$ cat src/rtl/pwm_audio_out_if.sv
// pwm_audio_out_if: FIFO read port, playback control and PWM/status outputs of pwm_audio_out.
interface pwm_audio_out_if #(
    parameter int DATA_WIDTH = 8,
    parameter int UCNT_WIDTH = 16
);
    logic                  enable;
    logic                  fifo_empty;
    logic [DATA_WIDTH-1:0] fifo_data;
    logic                  fifo_r_en;
    logic                  underrun_clr;
    logic                  pwm_out;
    logic                  sample_tick;
    logic [DATA_WIDTH-1:0] duty;
    logic                  underrun;
    logic [UCNT_WIDTH-1:0] underrun_cnt;

    modport master (
        output enable, fifo_empty, fifo_data, underrun_clr,
        input  fifo_r_en, pwm_out, sample_tick, duty, underrun, underrun_cnt
    );

    modport slave (
        input  enable, fifo_empty, fifo_data, underrun_clr,
        output fifo_r_en, pwm_out, sample_tick, duty, underrun, underrun_cnt
    );
endinterface

$ cat src/rtl/pwm_audio_out.sv
// pwm_audio_out: PWM audio DAC fetching one FIFO sample every FRAMES_PER_SAMPLE frames,
// holding the last duty and flagging underruns when the FIFO runs dry.
module pwm_audio_out #(
    parameter int DATA_WIDTH        = 8,
    parameter int FRAMES_PER_SAMPLE = 4,
    parameter int UCNT_WIDTH        = 16
) (
    input logic clk,
    input logic rst,
    pwm_audio_out_if.slave bus
);
    localparam int FW = FRAMES_PER_SAMPLE > 1 ? $clog2(FRAMES_PER_SAMPLE) : 1;
    localparam logic [DATA_WIDTH-1:0] MAX      = '1;
    localparam logic [DATA_WIDTH-1:0] FETCH_AT = MAX - DATA_WIDTH'(2);
    localparam logic [DATA_WIDTH-1:0] MID      = DATA_WIDTH'(1) << (DATA_WIDTH - 1);
    localparam logic [FW-1:0]         FLAST    = FW'(FRAMES_PER_SAMPLE - 1);

    logic [DATA_WIDTH-1:0] cnt_q, cnt_d, duty_q, duty_d;
    logic [FW-1:0]         fcnt_q, fcnt_d;
    logic [UCNT_WIDTH-1:0] ucnt_q, ucnt_d, ucnt_base;
    logic                  pwm_q, pwm_d, got_q, got_d, underrun_q, underrun_d;
    logic                  fetch, ev;

    assign fetch = bus.enable && fcnt_q == FLAST && cnt_q == FETCH_AT;
    assign ev    = fetch && bus.fifo_empty;

    always_comb begin
        cnt_d      = bus.enable ? cnt_q + 1'b1 : '0;
        fcnt_d     = !bus.enable ? '0 : cnt_q != MAX ? fcnt_q : fcnt_q == FLAST ? '0 : fcnt_q + 1'b1;
        pwm_d      = bus.enable && (cnt_q < duty_q);
        got_d      = fetch && !bus.fifo_empty;
        // a disable landing on the load cycle drops that sample
        duty_d     = (bus.enable && got_q) ? bus.fifo_data : duty_q;
        underrun_d = ev || (underrun_q && !bus.underrun_clr);
        ucnt_base  = bus.underrun_clr ? '0 : ucnt_q;
        ucnt_d     = (ev && ucnt_base != '1) ? ucnt_base + 1'b1 : ucnt_base;
    end

    always_ff @(posedge clk or negedge rst) begin
        if (!rst) begin
            cnt_q      <= '0;
            fcnt_q     <= '0;
            duty_q     <= MID;
            pwm_q      <= 1'b0;
            got_q      <= 1'b0;
            underrun_q <= 1'b0;
            ucnt_q     <= '0;
        end else begin
            cnt_q      <= cnt_d;
            fcnt_q     <= fcnt_d;
            duty_q     <= duty_d;
            pwm_q      <= pwm_d;
            got_q      <= got_d;
            underrun_q <= underrun_d;
            ucnt_q     <= ucnt_d;
        end
    end

    assign bus.fifo_r_en    = fetch && !bus.fifo_empty;
    assign bus.sample_tick  = bus.enable && cnt_q == '0 && fcnt_q == '0;
    assign bus.pwm_out      = pwm_q;
    assign bus.duty         = duty_q;
    assign bus.underrun     = underrun_q;
    assign bus.underrun_cnt = ucnt_q;
endmodule

$ cat src/flat_wrapper.sv
// flat-port wrapper written by rule: the top's interface ports become plain ports
module pwm_audio_out_flat 
#(
    parameter int DATA_WIDTH        = 8,
    parameter int FRAMES_PER_SAMPLE = 4,
    parameter int UCNT_WIDTH        = 16
)
  (clk, rst, bus_enable, bus_fifo_empty, bus_fifo_data, bus_underrun_clr, bus_fifo_r_en, bus_pwm_out, bus_sample_tick, bus_duty, bus_underrun, bus_underrun_cnt);
  pwm_audio_out_if #(.DATA_WIDTH(DATA_WIDTH), .UCNT_WIDTH(UCNT_WIDTH)) bus_i ();
  input logic clk;
  input logic rst;
  input wire logic [$bits(bus_i.enable)-1:0] bus_enable;
  input wire logic [$bits(bus_i.fifo_empty)-1:0] bus_fifo_empty;
  input wire logic [$bits(bus_i.fifo_data)-1:0] bus_fifo_data;
  input wire logic [$bits(bus_i.underrun_clr)-1:0] bus_underrun_clr;
  output wire logic [$bits(bus_i.fifo_r_en)-1:0] bus_fifo_r_en;
  output wire logic [$bits(bus_i.pwm_out)-1:0] bus_pwm_out;
  output wire logic [$bits(bus_i.sample_tick)-1:0] bus_sample_tick;
  output wire logic [$bits(bus_i.duty)-1:0] bus_duty;
  output wire logic [$bits(bus_i.underrun)-1:0] bus_underrun;
  output wire logic [$bits(bus_i.underrun_cnt)-1:0] bus_underrun_cnt;
  assign bus_i.enable = bus_enable;
  assign bus_i.fifo_empty = bus_fifo_empty;
  assign bus_i.fifo_data = bus_fifo_data;
  assign bus_i.underrun_clr = bus_underrun_clr;
  assign bus_fifo_r_en = bus_i.fifo_r_en;
  assign bus_pwm_out = bus_i.pwm_out;
  assign bus_sample_tick = bus_i.sample_tick;
  assign bus_duty = bus_i.duty;
  assign bus_underrun = bus_i.underrun;
  assign bus_underrun_cnt = bus_i.underrun_cnt;
  pwm_audio_out #(.DATA_WIDTH(DATA_WIDTH), .FRAMES_PER_SAMPLE(FRAMES_PER_SAMPLE), .UCNT_WIDTH(UCNT_WIDTH)) u_core (.clk(clk), .rst(rst), .bus(bus_i));
endmodule
$ cat config.mk
export PLATFORM = sky130hd
export DESIGN_NAME = pwm_audio_out_flat
export DESIGN_NICKNAME = d
export VERILOG_FILES = /design/src/rtl/pwm_audio_out_if.sv /design/src/rtl/pwm_audio_out.sv /design/src/flat_wrapper.sv
export SDC_FILE = /design/constraint.sdc
export NUM_CORES = 1
export LEC_CHECK = 0
export CAP_MARGIN = 10
export CORE_MARGIN = 8
export CORE_UTILIZATION = 50
export CTS_CLUSTER_SIZE = 12
export DETAILED_ROUTE_END_ITERATION = 7
export PLACE_DENSITY = 0.76
export SLEW_MARGIN = 20
export SYNTH_ARGS = -nofsm -noshare
export SYNTH_HDL_FRONTEND = slang
export SYNTH_SLANG_ARGS = --single-unit
$ cat constraint.sdc
create_clock -name clk -period 2.63 [get_ports clk]
set_clock_uncertainty 0.15 [all_clocks]
set_input_delay 0.3945 -clock clk [delete_from_list [all_inputs] [get_ports clk]]
set_output_delay 0.3945 -clock clk [all_outputs]
set_load 0.1 [all_outputs]
==> summary by stage <==
Run status
The flow ran to the end, and the final reports show no timing, DRC or antenna violations.

Clock network
In this run the post-CTS setup repair buffer count came out at 0. The source-to-sink clock delay at the later pin of the worst-skew pair is ~300 ps. For this design, the CTS-stage hold fixing added 0 buffers.

The clock edge transition at the registers on the reported setup and hold paths is approximately 80 ps. The post-cts gate resize count is 0. The clock net sink count is 37. CTS built an H-tree with a depth of 2. The CTS tree is done.

The root buffer selected by CTS is clkbuf_8. The clock passes through at most 2 buffers. The number of CTS-inserted buffers is 5.

Logic synthesis
In the synthesized netlist the async set-or-reset flop fraction comes to 100%. The cell area after synthesis is a little over 0.002 mm2. The synthesized design contains 0 enable-type register cells. The share of the Yosys chip area taken by registers is between 40 and 50%. The number of warning messages in the yosys log is 0.

The synthesized netlist net count is around 220. The synthesized instance count is about 200. The most used flip-flop cell after synthesis is dfrtp_1. After synthesis, the cell types taking the most area are dfrtp_1, ha_1, xnor2_1. The synthesized design contains 37 register bits. The largest total area in the synthesized netlist belongs to dfrtp_1. The share of Yosys cell area claimed by the top area cell type is a little over two fifths.

Averaged over all synthesized cells, the footprint is about 11 um2. The number of distinct library cell variants in the gate-level netlist after synthesis is around 40.

Power and ir drop
The cell area power density is approximately 460 mW/mm2. The leakage power summed over all cells is 1.26 nW. VDD sags by at most about 0.29 mV.

Power comes to 1.27 mW.

Floorplanning
The horizontal extent of the die is roughly 80 um. The row count is 23. The core footprint is about 0.004 mm2. Once the floorplan was initialized, standard cells occupied 51.9% of the core.

The top-level I/O count is 41. The floorplan die area is 0.00647 mm2. From bottom edge to top edge, the die measures roughly 80 um.

Place
The final estimated routing congestion in global placement is about 0.83. The estimated wirelength of the detail-placed design is 3490 um. Once placement completed, the tool counted placed cells totaling about 300. The pre-CTS setup slack is around 21 ps. The number of port buffers is 40. The post-placement cell area is roughly 0.0026 mm2.

Layout
The post-route non-filler standard cell count is approximately 300. The design area is 0.00274 mm2. In the layout the commonest cells are buf_4, dfrtp_1, inv_1, xnor2_1, ha_1.

In the final layout, the share of cells above drive strength 1 is 32.7%. The commonest non-fill, non-tap cell in the layout is buf_4. The area overhead of the layout relative to synthesis is 31.9%.

The number of nets in the final layout is about 280. The count of inserted antenna diode cells is 0.

STA
The relative max-transition margin is around 43%. The fmax is roughly 400 MHz. The number of setup violations in the final report is 0. The setup TNS is 0 ps. The slew at the pin with the worst max-slew slack is about 860 ps. Setup repair after global routing left no endpoint under its margin. The number of endpoints with negative hold slack in the final report is 0.

The worst setup slack after layout is ~120 ps. After layout, the minimum clock period comes to between 2000 and 3000 ps. The count of final max-slew check failures is 0. Of the available clock period, the critical path in the final layout requires around 96%.

GRT
Entering global routing, the biggest net connects 38 pins. The remaining global-route overflow is 0. The first global-routing pass estimated ~8000 um of wire.

The number of global-route vias before repair is between 1,500 and 2,000. The overall fraction of global-route tracks in use is 15.9%. The initial antenna violation count is 0.

Worst setup path
STA puts the critical path data required time at between 2000 and 2500 ps. The kind of end point of the critical path is an output port. The worst setup path is of the reg2out kind. The arrival time at the worst endpoint is just under 2000 ps.

The peak fanout along the critical path is 4. The worst setup path is launched from a flop. For flop-to-flop paths, the worst setup slack is between 300 and 400 ps.

Route
The routed design has about 4700 um of wire. For this block, the initial DRC count from the detailed router was 87. Across all layers, the routed design uses ~1,600 vias. The average wire length per cell after detail routing is around 15 um. The average via count per standard cell is around 5.3. The number of iterations in the first detailed-routing pass is 4. Routed signal wires occupy layers up through met4. The detail route stage leaves a number of antenna-violating nets equal to 0.

The detailed router put a total of about 2200 um of wire on met1. The routed design uses around 240 um of met3 wire. Detailed routing placed a total of roughly 2200 um of wire on met2. The remaining design rule violation count is 0.

Flow run
Across the run, the number of max-cap violations was 0.

Hold path
In this run the worst hold path is classified as in2async.
[cell type report]
type	instances	area [um2]
fillers	326	1260
multi-input cells	141	1090
flip-flops and latches	37	945
repair buffers	53	448
clock buffers	5	68.8
clock inverters	3	65.1
well taps	50	62.6
inverters	15	56.3
[synth_stat cells, drive strengths merged (3+ instances only)]
library cell	number
nor2	12
a211oi	3
xnor2	15
nand4b	3
mux2	11
nand4	7
nor4	4
a21boi	3
clkbuf	3
inv	15
nand2b	3
o21ai	3
dfrtp	36
ha	13
nand2	12
nand3	11
nor2b	11
and4	3
and2	7
[metrics by stage]
| step | hold WS [ps] | util (%) |
|---|---|---|
| final | 51.1 | 68.5 |
| after global routing | 114 | 68.5 |
| after global placement | 363 | 65.1 |
| after floorplan | -51.1 | - |
| after CTS | 71.8 | 68.5 |
| after detailed placement | 374 | 65.1 |
[sequential cells by signal, indices dropped and copies added (netlist names)]
signal and count:
u_core.bus.duty 8, u_core.got_q 1, u_core.fcnt_q 2, u_core.cnt_q 8, u_core.bus.pwm_out 1, u_core.bus.underrun_cnt 16
u_core.bus.underrun 1
[cell families (layout without fill, tap and decap cells)]
logic type                 after synthesis  count (layout)  share of synthesized area, %
and+or+nand+nor                         84              84                          25.2
AOI/OAI and AO/OA                       16              16                          5.61
buffers and inverters                   19              76                          3.50
adders and majority gates               13              13                          7.84
muxes                                   12              12                          6.45
xor gates and xnor gates                16              16                          6.75
DFF                                     37              37                          44.7
[metal layers]
layer  track usage [%]  vias to the layer above
met4              6.55                        0
met3              4.69                        6
met2              25.6                       28
met5                 0                        -
li1                  -                      799
met1              19.2                      776
[final timing paths]
kind	from	to	cells after the start
setup / recovery	u_core.fcnt_q[0]$_DFFE_PN0P_	bus_sample_tick	5
hold / removal	rst	u_core.bus.duty[1]$_DFFE_PN0P_	1
setup reg to reg	u_core.cnt_q[1]$_DFF_PN0_	u_core.bus.underrun_cnt[15]$_DFF_PN0_	7
hold reg to reg	u_core.bus.underrun$_DFF_PN0_	u_core.bus.underrun$_DFF_PN0_	2
max in group asynchronous	rst	u_core.bus.underrun_cnt[0]$_DFF_PN0_	1
min in group clk	u_core.bus.underrun$_DFF_PN0_	u_core.bus.underrun$_DFF_PN0_	2
[where the power goes]
group | leakage, nW | switching, mW | internal [mW] | total [mW]
Combinational | 0.701 | 0.0589 | 0.0406 | 0.0995
Sequential | 0.490 | 0.00765 | 0.573 | 0.581
Clock | 0.0681 | 0.212 | 0.377 | 0.589
Total | 1.26 | 0.279 | 0.991 | 1.27
[worst max-delay path: stages (launching register included)]
cell	delay (ps)
dfrtp_1	410
inv_1	70
ha_1	140
or4b_2	630
nor4_4	220
buf_12	210
(Power assumes the default switching activity.)
